$ cat config.mk
export PLATFORM = sky130hd
export DESIGN_NAME = resp_capture_flat
export DESIGN_NICKNAME = d
export VERILOG_FILES = /design/src/rtl/resp_capture_if.sv /design/src/rtl/resp_capture.sv /design/src/flat_wrapper.sv
export SDC_FILE = /design/constraint.sdc
export NUM_CORES = 1
export LEC_CHECK = 0
export BUFFER_PORTS_ARGS = -buffer_cell sky130_fd_sc_hd__buf_2
export CORE_MARGIN = 2
export CORE_UTILIZATION = 30
export DETAILED_ROUTE_END_ITERATION = 10
export HOLD_SLACK_MARGIN = 0.06
export PLACE_DENSITY_LB_ADDON = 0.1
export SETUP_SLACK_MARGIN = 0.02
export SLEW_MARGIN = 30
export SYNTH_ARGS = -nofsm -noshare
export SYNTH_HDL_FRONTEND = slang
export SYNTH_SLANG_ARGS = --single-unit
$ cat constraint.sdc
create_clock -name clock -period 5.2 [get_ports clock]
set_clock_uncertainty 0.15 [all_clocks]
set_input_delay 0.26 -clock clock [delete_from_list [all_inputs] [get_ports clock]]
set_output_delay 0.26 -clock clock [all_outputs]
set_load 0.03 [all_outputs]
$ cat src/rtl/resp_capture_if.sv
// Read-side handshake bundle of resp_capture: show-ahead head entry with valid/ready.
interface resp_capture_if #(
    parameter int SIG_W = 2,
    parameter int PC_W  = 32
);
    logic             rd_valid;
    logic             rd_ready;
    logic [SIG_W-1:0] rd_sig;
    logic [PC_W-1:0]  rd_pc;

    modport master (output rd_valid, output rd_sig, output rd_pc, input rd_ready);
    modport slave  (input rd_valid, input rd_sig, input rd_pc, output rd_ready);
endinterface

$ cat src/rtl/resp_capture.sv
// Samples a signal vector per enabled cycle, tags it with a cycle index and buffers it in a show-ahead FIFO.
// Optional RESP_CAPTURE_DELTA_EN: only record samples that differ from the previous qualified sample.
module resp_capture #(
    parameter int SIG_W  = 2,
    parameter int DEPTH  = 16,
    parameter int ADDR_W = 4,
    parameter int PC_W   = 32
) (
    input  logic                clock,
    input  logic                reset,
    input  logic                cap_en,
    input  logic [SIG_W-1:0]    sig_in,
    resp_capture_if.master      rd,
    output logic [ADDR_W:0]     count,
    output logic                full,
    output logic                drop,
    output logic [7:0]          drop_cnt
);
    localparam logic [ADDR_W:0] DEPTH_C = (ADDR_W+1)'(DEPTH);

    logic [PC_W+SIG_W-1:0] mem [DEPTH];
    logic [PC_W+SIG_W-1:0] head;
    logic [PC_W-1:0]       pc_cnt;
    logic [ADDR_W-1:0]     wr_ptr;
    logic [ADDR_W-1:0]     rd_ptr;
    logic                  qual;
    logic                  push;
    logic                  pop;
    logic                  lose;

`ifdef RESP_CAPTURE_DELTA_EN
    logic [SIG_W-1:0] last_sig;
    logic             have_last;
    assign qual = cap_en && (!have_last || (sig_in != last_sig));
`else
    assign qual = cap_en;
`endif

    assign full        = (count == DEPTH_C);
    assign rd.rd_valid = (count != '0);
    assign pop         = rd.rd_valid && rd.rd_ready;
    // A full FIFO still accepts a push when the head leaves in the same cycle.
    assign push        = qual && (!full || pop);
    assign lose        = qual && full && !pop;

    assign head        = mem[rd_ptr];
    assign rd.rd_sig   = rd.rd_valid ? head[SIG_W-1:0] : '0;
    assign rd.rd_pc    = rd.rd_valid ? head[PC_W+SIG_W-1:SIG_W] : '0;

    always_ff @(posedge clock) begin
        if (push) mem[wr_ptr] <= {pc_cnt, sig_in};
    end

    always_ff @(posedge clock or negedge reset) begin
        if (!reset) begin
            pc_cnt    <= '0;
            wr_ptr    <= '0;
            rd_ptr    <= '0;
            count     <= '0;
            drop      <= 1'b0;
            drop_cnt  <= '0;
`ifdef RESP_CAPTURE_DELTA_EN
            last_sig  <= '0;
            have_last <= 1'b0;
`endif
        end else begin
            if (cap_en) pc_cnt <= pc_cnt + PC_W'(1);
            if (push)   wr_ptr <= wr_ptr + ADDR_W'(1);
            if (pop)    rd_ptr <= rd_ptr + ADDR_W'(1);
            case ({push, pop})
                2'b10:   count <= count + (ADDR_W+1)'(1);
                2'b01:   count <= count - (ADDR_W+1)'(1);
                default: count <= count;
            endcase
            if (lose) begin
                drop <= 1'b1;
                if (drop_cnt != 8'hFF) drop_cnt <= drop_cnt + 8'd1;
            end
`ifdef RESP_CAPTURE_DELTA_EN
            // Reference value tracks every qualified sample, including dropped ones.
            if (qual) begin
                last_sig  <= sig_in;
                have_last <= 1'b1;
            end
`endif
        end
    end
endmodule

$ cat src/flat_wrapper.sv
// flat-port wrapper written by rule: the top's interface ports become plain ports
module resp_capture_flat 
#(
    parameter int SIG_W  = 2,
    parameter int DEPTH  = 16,
    parameter int ADDR_W = 4,
    parameter int PC_W   = 32
)
  (clock, reset, cap_en, sig_in, count, full, drop, drop_cnt, rd_rd_valid, rd_rd_sig, rd_rd_pc, rd_rd_ready);
  resp_capture_if #(.SIG_W(SIG_W), .PC_W(PC_W)) rd_i ();
  input  logic clock;
  input  logic reset;
  input  logic cap_en;
  input  logic [SIG_W-1:0] sig_in;
  output logic [ADDR_W:0] count;
  output logic full;
  output logic drop;
  output logic [7:0] drop_cnt;
  output wire logic [$bits(rd_i.rd_valid)-1:0] rd_rd_valid;
  output wire logic [$bits(rd_i.rd_sig)-1:0] rd_rd_sig;
  output wire logic [$bits(rd_i.rd_pc)-1:0] rd_rd_pc;
  input wire logic [$bits(rd_i.rd_ready)-1:0] rd_rd_ready;
  assign rd_rd_valid = rd_i.rd_valid;
  assign rd_rd_sig = rd_i.rd_sig;
  assign rd_rd_pc = rd_i.rd_pc;
  assign rd_i.rd_ready = rd_rd_ready;
  resp_capture #(.SIG_W(SIG_W), .DEPTH(DEPTH), .ADDR_W(ADDR_W), .PC_W(PC_W)) u_core (.clock(clock), .reset(reset), .cap_en(cap_en), .sig_in(sig_in), .rd(rd_i), .count(count), .full(full), .drop(drop), .drop_cnt(drop_cnt));
endmodule
==> flow_summary.yaml <==
logic_synthesis:
  synth_ff_type: "edfxtp_1"
  synth.most_common_cell: "edfxtp_1"
  async_flop_share_pct: 9.03
  syn_avg_cell_area_sq_um: 22.2
  ys_ff_latch: 598
  syn_area_sq_um: 23300
  yosysUniqueCellTypes: 39
  synth_top_area_share_pct: 70.0
  netlist_instances: 1051
  synth_fp_nets: 1066
  synth-edff-count: 544
  synth_top_cell_by_area: "edfxtp_1"
  synth_warnings: 0
  yosys-top-cells-area: "edfxtp_1 (70%), mux4_2 (16%), dfrtp_1 (5.8%), xnor2_1 (1.2%), and2_1 (0.97%)"
  seq_area_frac_synth_pct: 75.8
  synth_common_cells: "edfxtp_1 (544), mux4_2 (165), dfrtp_1 (54), and2_1 (36), xnor2_1 (31)"
cts:
  cts_resized: 0
  cts_tree: "built"
  clk_pin_slew_ps: 50
  root_buffer: "clkbuf_16"
  cts_max_level: 3
  post_cts_buffers: 0
  clk_path_buf_depth: 3
  clock_sinks: 598
  ctsHoldBuffers: 5
  clock_latency_ps: 600
  cts_buffers: 68
setup_path:
  endpoint_kind: "output pin"
  cp.depth: 5
  cp.required_ps: 4790
  cp_max_fo: 40
  cpMostUsedCell: "mux4_2"
  startpoint: "u_core.rd_ptr[0]$_DFFE_PN0N_"
  reg2reg_to: "u_core.count[4]$_DFFE_PN0P_"
  crit_type: "reg -> out"
  path_buf_inv: 2
  reg2regPathDepth: 11
  cp-endpoint: "rd_rd_pc[17]"
  crit_path_start_kind: "register"
  arrival_ps: 3470
  path_cells: "buf_4 -> mux4_2 -> mux4_2 -> and2_1 -> buf_2"
  r2r_setup_slack_ps: 1710
  critical_path.max_stage_delay_ps: 1000
  r2r-start: "u_core.count[1]$_DFFE_PN0P_"
  critical-path-top-delay-family: "multiplexers"
  cp_slowest_cell: "dfrtp_4"
power:
  peakVddDrop_uv: 233
  p_per_area_nw_per_um2: 560
  leakagePower_nw: 8.26
  power_w: 0.0153
global_route:
  grt_max_degree: 55
  grt_pass1_wl_microns: 83500
  grt_pass1_vias: 11600
  grt_use_total_pct: 14.7
  antenna_found_initial: 1
  grt-ovfl-total: 0
route:
  vias: 10700
  initialDrtViolationCount: 646
  ant_nets: 0
  routed_via_density: 4.70
  dr.pass1.iters: 5
  wl_microns: 56800
  drc: 0
  routedWlPerCell_microns: 25.1
timing:
  slew_violations: 0
  tightestPinTransition_ps: 884
  setup_tns_ps: 0
  finalWorstSetupSlack_ps: 1320
  slew_headroom_pct: 41.0
  report.final.hold_viol_count: 0
  fin_hold_ws_ps: 230
  fin_crit_ps: 3880
  setup-violations-final: 0
  max_freq_ghz: 0.258
  rsz0062_at_grt: "no"
  final.period_utilization_pct: 74.6
floorplanning:
  io_pins: 56
  row_count: 102
  start_util_pct: 30.2
  core-area_sq_um: 77200
  die_w_microns: 283
  die_h_microns: 283
  dieArea_sq_um: 80000
layout:
  diodes: 0
  syn_to_final_growth_pct: 17.0
  fill_cells: 7166
  drive_gt1_share_pct: 30.8
  fin_nets: 1188
hold_path:
  min_path_type: "in -> async"
place:
  dpl.hpwl_microns: 32500
  place_congestion: 0.720
  io_buffers: 55
  place_ws_ps: 1670
outcome:
  status: "complete, no violations"
job:
  max_cap_viol_count: 0
worst register-to-register path: stages (launching register included):
cell and delay (ps):
dfrtp_1 460, nor4_2 480, and2_1 250, inv_2 350
nand2_1 280, o21ai_0 110, ha_1 220, or2_2 290
a21oi_1 150, o31ai_1 140, or4_1 420, o2111ai_1 100
cells in the final DEF (no fill, tap or decap), drive strengths merged, types with 2 or more instances in the layout:
master / count
nor3b: 2
nand4: 18
nor3: 4
nand3: 13
xnor2: 31
mux2: 3
and2: 36
buf: 95
clkinv: 24
and3: 3
nor2b: 2
clkbuf: 96
and4: 4
a31oi: 2
inv: 16
a21oi: 3
nor4: 2
ha: 9
mux4: 170
dfrtp: 54
nor2: 29
o21ai: 7
dlygate4sd3: 5
nand2: 24
edfxtp: 544
nand2b: 5
xor2: 16
through the flow:
stage               instances  area (sq um)  util [%]
finish                   2266         27300      35.4
global route             2266         27300      35.4
CTS                      2266         27300      35.4
detailed placement       2138         25100      32.6
global placement         2135         25100      32.5
floorplan                1051         23300         -
cells by family (layout without fill, tap and decap cells):
| family | after synthesis | after routing | synth area share (%) |
|---|---|---|---|
| xor gates and xnor gates | 47 | 47 | 1.76 |
| and+or+nand+nor | 144 | 144 | 3.29 |
| buffers and inverters | 62 | 237 | 1.52 |
| DFF | 598 | 598 | 75.8 |
| AOI/OAI and AO/OA | 17 | 17 | 0.467 |
| muxes | 174 | 174 | 16.7 |
| adders and majority gates | 9 | 9 | 0.483 |
power breakdown:
group | total [W] | switching [W] | internal, W
Combinational | 0.00424 | 0.00235 | 0.00189
Clock | 0.00453 | 0.00188 | 0.00265
Sequential | 0.00651 | 0.000573 | 0.00594
worst min path at each step:
stage | start | end | cells after the start
after floorplan | reset | u_core.count[0]$_DFFE_PN0P_ | 0
after global placement | u_core.drop$_DFFE_PN0P_ | u_core.drop$_DFFE_PN0P_ | 1
after detailed placement | u_core.drop$_DFFE_PN0P_ | u_core.drop$_DFFE_PN0P_ | 1
after CTS | reset | u_core.drop_cnt[4]$_DFFE_PN0P_ | 3
after global routing | reset | u_core.drop_cnt[7]$_DFFE_PN0P_ | 3
final | reset | u_core.drop_cnt[4]$_DFFE_PN0P_ | 3
sequential cells by signal, indices dropped and copies added, names as in the netlist:
name and flops:
u_core.drop_cnt 8, u_core.pc_cnt 32, u_core.wr_ptr 4, u_core.drop 1
u_core.rd_ptr 4, u_core.count 5, u_core.mem 544
layer usage:
layer  global-route usage [%]  up-vias  part of all wire [%]
met2                     24.6      171                    50
met5                        0        -                     0
met1                     19.6     5810                    45
li1                         -     4600                     -
met3                     2.45       78                   3.5
met4                     4.57        0                   2.1
layout make-up:
| type | instances | area [sq um] | area share (%) |
|---|---|---|---|
| Sequential cell | 598 | 17700 | 64.8 |
| Inverter | 14 | 52.6 | 0.192 |
| Multi-Input combinational cell | 391 | 5410 | 19.8 |
| Tap cell | 1040 | 1300 | 4.77 |
| Timing Repair Buffer | 100 | 736 | 2.69 |
| Clock inverter | 27 | 170 | 0.623 |
| Clock buffer | 96 | 1940 | 7.11 |
No activity file was read; power rests on OpenSTA's default activity.
